[src/rtl/cr_tcipif_dbus_master.sv]
// Single-outstanding LSU-to-TCIPIF data bus master: alignment check, bus
// handshake, completion/timeout tracking and a one-cycle LSU response.
module cr_tcipif_dbus_master #(
  parameter int unsigned TIMEOUT_CYC = 255
) (
  input  logic        forever_cpuclk,
  input  logic        cpurst_b,
  input  logic        lsu_req_vld,
  output logic        lsu_req_rdy,
  input  logic [31:0] lsu_req_addr,
  input  logic [1:0]  lsu_req_size,
  input  logic        lsu_req_write,
  input  logic [31:0] lsu_req_wdata,
  input  logic        lsu_req_supv,
  input  logic        lsu_req_deny,
  input  logic        lsu_req_chk_fail,
  output logic        lsu_rsp_vld,
  output logic [31:0] lsu_rsp_data,
  output logic        lsu_rsp_err,
  output logic        lsu_rsp_timeout,
  output logic        bmu_tcipif_dbus_req,
  output logic        bmu_tcipif_dbus_write,
  output logic        bmu_tcipif_dbus_supv_mode,
  output logic        bmu_tcipif_dbus_acc_deny,
  output logic        bmu_tcipif_dbus_chk_fail,
  output logic [31:0] bmu_tcipif_dbus_addr,
  output logic [1:0]  bmu_tcipif_dbus_size,
  output logic [31:0] bmu_tcipif_dbus_wdata,
  input  logic        tcipif_bmu_dbus_grnt,
  input  logic        tcipif_bmu_dbus_trans_cmplt,
  input  logic        tcipif_bmu_dbus_data_vld,
  input  logic        tcipif_bmu_dbus_acc_err,
  input  logic [31:0] tcipif_bmu_dbus_data
);

  typedef enum logic [1:0] {S_IDLE, S_REQ, S_WAIT, S_RSP} state_t;

  localparam logic [7:0] CNT_LAST = 8'(TIMEOUT_CYC - 1);

  state_t      state_q, state_d;
  logic [31:0] addr_q, addr_d, wdata_q, wdata_d, data_q, data_d;
  logic [1:0]  size_q, size_d;
  logic        write_q, write_d, supv_q, supv_d, deny_q, deny_d, chk_q, chk_d;
  logic        err_q, err_d, tout_q, tout_d;
  logic [7:0]  cnt_q, cnt_d;
  logic        misaligned;

  assign misaligned = (lsu_req_size == 2'd3) ||
                      ((lsu_req_size == 2'd1) && lsu_req_addr[0]) ||
                      ((lsu_req_size == 2'd2) && (lsu_req_addr[1:0] != 2'b00));

  always_ff @(posedge forever_cpuclk or negedge cpurst_b) begin
    if (!cpurst_b) begin
      state_q <= S_IDLE;
      addr_q  <= '0;
      wdata_q <= '0;
      data_q  <= '0;
      size_q  <= '0;
      write_q <= 1'b0;
      supv_q  <= 1'b0;
      deny_q  <= 1'b0;
      chk_q   <= 1'b0;
      err_q   <= 1'b0;
      tout_q  <= 1'b0;
      cnt_q   <= '0;
    end else begin
      state_q <= state_d;
      addr_q  <= addr_d;
      wdata_q <= wdata_d;
      data_q  <= data_d;
      size_q  <= size_d;
      write_q <= write_d;
      supv_q  <= supv_d;
      deny_q  <= deny_d;
      chk_q   <= chk_d;
      err_q   <= err_d;
      tout_q  <= tout_d;
      cnt_q   <= cnt_d;
    end
  end

  always_comb begin
    state_d = state_q;
    addr_d  = addr_q;
    wdata_d = wdata_q;
    data_d  = data_q;
    size_d  = size_q;
    write_d = write_q;
    supv_d  = supv_q;
    deny_d  = deny_q;
    chk_d   = chk_q;
    err_d   = err_q;
    tout_d  = tout_q;
    cnt_d   = cnt_q;
    case (state_q)
      S_IDLE: begin
        if (lsu_req_vld) begin
          addr_d  = lsu_req_addr;
          wdata_d = lsu_req_wdata;
          size_d  = lsu_req_size;
          write_d = lsu_req_write;
          supv_d  = lsu_req_supv;
          deny_d  = lsu_req_deny;
          chk_d   = lsu_req_chk_fail;
          data_d  = '0;
          tout_d  = 1'b0;
          cnt_d   = '0;
          err_d   = misaligned;
          state_d = misaligned ? S_RSP : S_REQ;
        end
      end
      S_REQ: begin
        // Bus status before grant belongs to someone else's transfer.
        if (tcipif_bmu_dbus_grnt) begin
          cnt_d = '0;
          if (tcipif_bmu_dbus_data_vld && !write_q) data_d = tcipif_bmu_dbus_data;
          if (tcipif_bmu_dbus_trans_cmplt) begin
            err_d   = tcipif_bmu_dbus_acc_err;
            state_d = S_RSP;
          end else begin
            state_d = S_WAIT;
          end
        end
      end
      S_WAIT: begin
        cnt_d = (cnt_q == 8'hFF) ? cnt_q : cnt_q + 8'd1;
        if (tcipif_bmu_dbus_data_vld && !write_q) data_d = tcipif_bmu_dbus_data;
        if (tcipif_bmu_dbus_trans_cmplt) begin
          err_d   = tcipif_bmu_dbus_acc_err;
          state_d = S_RSP;
        end else if (cnt_q == CNT_LAST) begin
          err_d   = 1'b1;
          tout_d  = 1'b1;
          state_d = S_RSP;
        end
      end
      S_RSP: state_d = S_IDLE;
      default: state_d = S_IDLE;
    endcase
  end

  assign lsu_req_rdy     = (state_q == S_IDLE);
  assign lsu_rsp_vld     = (state_q == S_RSP);
  assign lsu_rsp_err     = lsu_rsp_vld && err_q;
  assign lsu_rsp_timeout = lsu_rsp_vld && tout_q;
  assign lsu_rsp_data    = (lsu_rsp_vld && !err_q) ? data_q : 32'h0;

  // Bus attributes are only meaningful while the request is presented.
  assign bmu_tcipif_dbus_req       = (state_q == S_REQ);
  assign bmu_tcipif_dbus_write     = bmu_tcipif_dbus_req && write_q;
  assign bmu_tcipif_dbus_supv_mode = bmu_tcipif_dbus_req && supv_q;
  assign bmu_tcipif_dbus_acc_deny  = bmu_tcipif_dbus_req && deny_q;
  assign bmu_tcipif_dbus_chk_fail  = bmu_tcipif_dbus_req && chk_q;
  assign bmu_tcipif_dbus_addr      = bmu_tcipif_dbus_req ? addr_q : 32'h0;
  assign bmu_tcipif_dbus_size      = bmu_tcipif_dbus_req ? size_q : 2'h0;
  assign bmu_tcipif_dbus_wdata     = bmu_tcipif_dbus_req ? wdata_q : 32'h0;

endmodule

[config.mk]
export PLATFORM = sky130hd
export DESIGN_NAME = cr_tcipif_dbus_master
export DESIGN_NICKNAME = d
export VERILOG_FILES = /design/src/rtl/cr_tcipif_dbus_master.sv
export SDC_FILE = /design/constraint.sdc
export NUM_CORES = 1
export LEC_CHECK = 0
export CAP_MARGIN = 20
export CORE_AREA = 3 3 105 107
export DETAILED_ROUTE_END_ITERATION = 8
export DIE_AREA = 0 0 108 110
export DONT_BUFFER_PORTS = 1
export PLACE_DENSITY_LB_ADDON = 0.15
export SLEW_MARGIN = 10
export SYNTH_ARGS = -nofsm -noshare
export SYNTH_HDL_FRONTEND = slang
export SYNTH_SLANG_ARGS = --single-unit
export TNS_END_PERCENT = 1
[constraint.sdc]
create_clock -name forever_cpuclk -period 5.5 [get_ports forever_cpuclk]
set_input_delay 1.1 -clock forever_cpuclk [delete_from_list [all_inputs] [get_ports forever_cpuclk]]
set_output_delay 1.1 -clock forever_cpuclk [all_outputs]
set_load 0.01 [all_outputs]
* After elaboration in Yosys (flattened, before gate mapping) *
Cells that the tools add are included.
Widths: inputs -> output; s select.

cells by class
  add/sub/neg operators = 1
  equal/unequal tests = 15
  muxes and demuxes = 28
  reduce and logical (&&, ||, !) cells = 24

operators with widths
  kind                 count
  $mux 32              6
  $pmux 32 s3          1
  $mux 8               3
  $pmux 8 s3           1
  $eq 8x8->1 const B   2
  $mux 2               6
  $logic_and 1x1->1    10
  $add 8x1->8 const B  1
  $eq 2x2->1 const B   4
  $mux 1               8
  $ne 2x2->1 const B   4
  $pmux 2 s4           1
  $reduce_and 4->1     2
  $reduce_and 3->1     2
  $reduce_and 5->1     1
  $eq 2x1->1 const B   2
  $ne 2x1->1 const B   2
  $reduce_bool 2->1    2
  $ne 3x3->1 const B   1
  $pmux 1 s3           1
  $reduce_bool 3->1    1
  $logic_not 1->1      2
  $logic_not 2->1      1
  $logic_or 1x1->1     2
  other kinds (2)      2

word-level totals
  bits in registers = 114
  input port bits = 109
  output and inout bits = 107

* Depth between registers and ports, before layout *
  depth after elaboration = 7
  depth in mapped cells = 9
  mapped depth without buffers = 6

* Worst setup path before layout *
No wires, ideal clock.

  path kind = reg-to-output
  start = reg state_q[1]
  end = out bmu_tcipif_dbus_acc_deny
  arrival time = 1.398 ns
  required time = 4.400 ns
  slack = 3.002 ns
  stages on the path, launching flop included = 6
  buffers on the path = 2
  cell sequence = dfrtp_1 -> inv_1 -> ha_1 -> clkbuf_1 -> clkbuf_1 -> and2_1

between the ends
  cells in the longest elaborated chain, start to end = 2

ends and longest elaborated chain
  item                           RTL line  RTL
  start, declared                40        state_t state_q, state_d;
  start signal, assigned         67        state_q <= state_d;
  $eq 2x1->1                     149       assign bmu_tcipif_dbus_req = (state_q == S_REQ);
  named net bmu_tcipif_dbus_req  21        output logic bmu_tcipif_dbus_req,
  $logic_and 1x1->1              152       assign bmu_tcipif_dbus_acc_deny = bmu_tcipif_dbus_req && deny_q;
  end, declared                  24        output logic bmu_tcipif_dbus_acc_deny,

The timed path passes the listed nets, and every way through them passes these cells.

* Worst setup path in the final report *
  start = reg state_q[0]
  end = out lsu_rsp_data[21]

between the ends
  cells in the longest elaborated chain, start to end = 3

ends and longest elaborated chain
  item                   RTL line  RTL
  $eq 2x2->1             143       assign lsu_rsp_vld = (state_q == S_RSP);
  named net lsu_rsp_vld  17        output logic lsu_rsp_vld,
  $logic_and 1x1->1      146       assign lsu_rsp_data = (lsu_rsp_vld && !err_q) ? data_q : 32'h0;
  $mux 32                146
  end, declared          18        output logic [31:0] lsu_rsp_data,

The timed path passes the listed nets, and every way through them passes these cells.

==> impl_metrics.toml <==
[floorplan]
core_um2 = 10200
chipHeight_um = 110
dieArea_um2 = 11900
die_x_um = 108
starting_density_pct = 54.0
rows = 37
boundaryPins = 216

[placement]
total_instance_count_after_detailed_placement = 606
detailed_place_hpwl_mm = 8.10
place_congestion = 0.782
placedInstanceArea_um2 = 5540
numPortBuffers = 0

[clock_network]
ctsLongestPathBuffers = 2
ctsResizeCount = 0
ctsHtreeMaxLevel = 4
worst_setup_hold_path_clk_slew_ps = 60
ctsHoldBuffers = 0
worst_skew_late_latency_ps = 500
cts_root_buf = "clkbuf_8"
cts_tree = "built"
cts.repair_timing.setup_buffer_count = 0
numClockSinks = 114
numCtsBuffers = 17

[worst_hold_path]
min_path_type = "input port to asynchronous set/reset pin"

[yosys]
synth-edff-count = 0
postSynthAreaPerCell_um2 = 11.1
synth_top_area_cell = "dfrtp_1"
ys_seq_elements = 114
netlist-cell-type-count = 33
synthesis.yosys.warnings = 0
ys_seq_area_share_pct = 51.7
postSynthCellCount = 497
synth.net_count = 612
mappedNetlistArea_um2 = 5520
synthArstFlopShare_pct = 100
synth_common_cells = "114 x dfrtp_1, 104 x and2_1, 74 x nand2_1"
synthTopCellsByArea = "dfrtp_1 52%, mux2_2 14%, and2_1 12%, nand2_1 5.0%, o21ai_2 4.4%"
yosysMostFrequentCell = "dfrtp_1"
synth_ff_type = "dfrtp_1"
yosys.area.top_type_share_pct = 51.7

[drt]
viasPerCell = 5.50
ant_nets = 0
routed-via-count = 3523
detail_route.iter0.violations = 170
drt_first_pass_iters = 4
post_detailed_route_wirelength_per_cell_um = 18.1
finalWirelength_mm = 11.6
remaining_drc_errors = 0

[power_and_ir_drop]
power_per_cell_area_nw_per_um2 = 657
vdd_ir_drop_max_uv = 355
cellLeakagePower_uw = 0.00272

[critical_path]
timing.critical_path.max_delay_family = "simple AND/OR/NAND/NOR gates"
endpoint_kind = "output pin"
worst_setup_path_start_kind = "register"
arrival_ps = 2450
crit_path_top_delay_cell = "nor2b_1"
criticalPathCategory = "register to output pin"
worstPathBufferInverterCount = 1
required_time_at_the_endpoint_of_the_critical_path_ps = 4400
critical-path-max-stage-delay_ps = 670
path_cells = "ha_1 -> nor2b_1 -> buf_4 -> and2_1"
crit_path_max_fanout = 21

[sta]
worstMarginPinSlew_ps = 822
headroom_to_the_max_slew_limit_pct = 45.0
timing.final.hold_violations = 0
final-setup-viol-count = 0
rsz0062_at_grt = "false"
whs_ps = 291
fin_worst_skew_ps = 4.79
clock.fmax_ghz = 0.282
final-max-slew-violation-count = 0
tns_ps = 0
timing.final.crit_period_ps = 3550
period_share_pct = 64.5

[final_layout]
postLayoutCellArea_um2 = 6180
syn_to_final_growth_pct = 11.9
nNetsFinal = 606
final_layout_size_suffix_gt1_share_pct = 28.0
stdcell_count = 640
utilization_pct = 60.4

[grt]
grt_max_degree = 115
overall_global_routing_resource_usage_pct = 19.7
antenna_violations_before_repair = 0
first_global_vias = 3560
grt_first_pass_wirelength_mm = 18.0
grt-ovfl-total = 0

[outcome]
outcome = "completed"

[run]
max_cap_viol_count = 0
## layout by cell type, fill, tap and decap left out, types with 2 or more instances in the layout
cell type and instances:
clkinv_4 2, inv_1 7, clkinvlp_4 4, clkbuf_16 16, mux2_2 71, nand4_1 5
o21ai_0 4, bufinv_16 3, nor2_1 5, a21boi_0 2, nor4_1 4, buf_4 3
nor2b_1 3, o21ai_2 28, clkbuf_8 2, and2_1 104, nand3_1 4, ha_1 5
o31ai_1 2, mux2i_1 6, nor3_1 4, clkinv_2 3, a21oi_1 4, o21ai_1 4
nand2_1 73, dfrtp_1 114, nand2b_1 6
## state kept, by name, summed over array words and instances (netlist names), 2 cells and up
name / cells
addr_q: 32
data_q: 32
wdata_q: 32
cnt_q: 8
size_q: 2
state_q: 2
## per-layer routing
metal	wire length (µm)	up-vias	global-route usage [%]
li1	-	1654	-
met1	4520	1715	23.7
met5	0	-	0
met2	5840	140	32.1
met3	1060	14	8.21
met4	162	0	6.76
## cell type report
class | count | area, µm²
inverter | 7 | 26.3
clock buffer | 18 | 428
fill | 863 | 4050
timing repair buffer | 5 | 70.1
sequential | 114 | 2850
tap | 136 | 170
antenna | 1 | 2.50
multi-input combinational | 346 | 2470
clock inverter | 13 | 161
## final timing paths
path                            startpoint          endpoint  slack [ps]  cells past startpoint
min in group forever_cpuclk     data_q[31]        data_q[31]         470                      2
worst max-delay path            state_q[0]  lsu_rsp_data[21]        1950                      4
worst max register to register  state_q[0]       wdata_q[30]        2920                      5
worst min register to register  data_q[31]        data_q[31]         470                      2
worst min-delay path              cpurst_b         addr_q[4]         290                      0
max in group asynchronous         cpurst_b        wdata_q[1]        4990                      0
## power by group
| group | internal (µW) | switching, µW |
|---|---|---|
| logic | 665 | 924 |
| clock network | 698 | 382 |
| registers | 1220 | 174 |
| total | 2580 | 1480 |
## through the flow
step | power [µW] | setup WS, ps
after floorplan | 2770 | 3000
after global placement | 2890 | 2610
after detailed placement | 2960 | 2480
after CTS | 4060 | 1930
after global routing | 4370 | 1800
final | 4060 | 1950
## kinds of logic (layout without fill, tap and decap cells)
| group | count (synthesis) | in the layout | share of synthesized area, % |
|---|---|---|---|
| AO/OA/AOI/OAI | 50 | 50 | 7.05 |
| adder cells (fa/ha/maj) | 6 | 6 | 1.36 |
| buffers and inverters | 37 | 43 | 3.76 |
| flip-flops | 114 | 114 | 51.7 |
| multiplexers | 77 | 77 | 15.6 |
| other | 0 | 1 | 0 |
| AND/OR/NAND/NOR | 213 | 213 | 20.6 |
(Power assumes the default switching activity.)
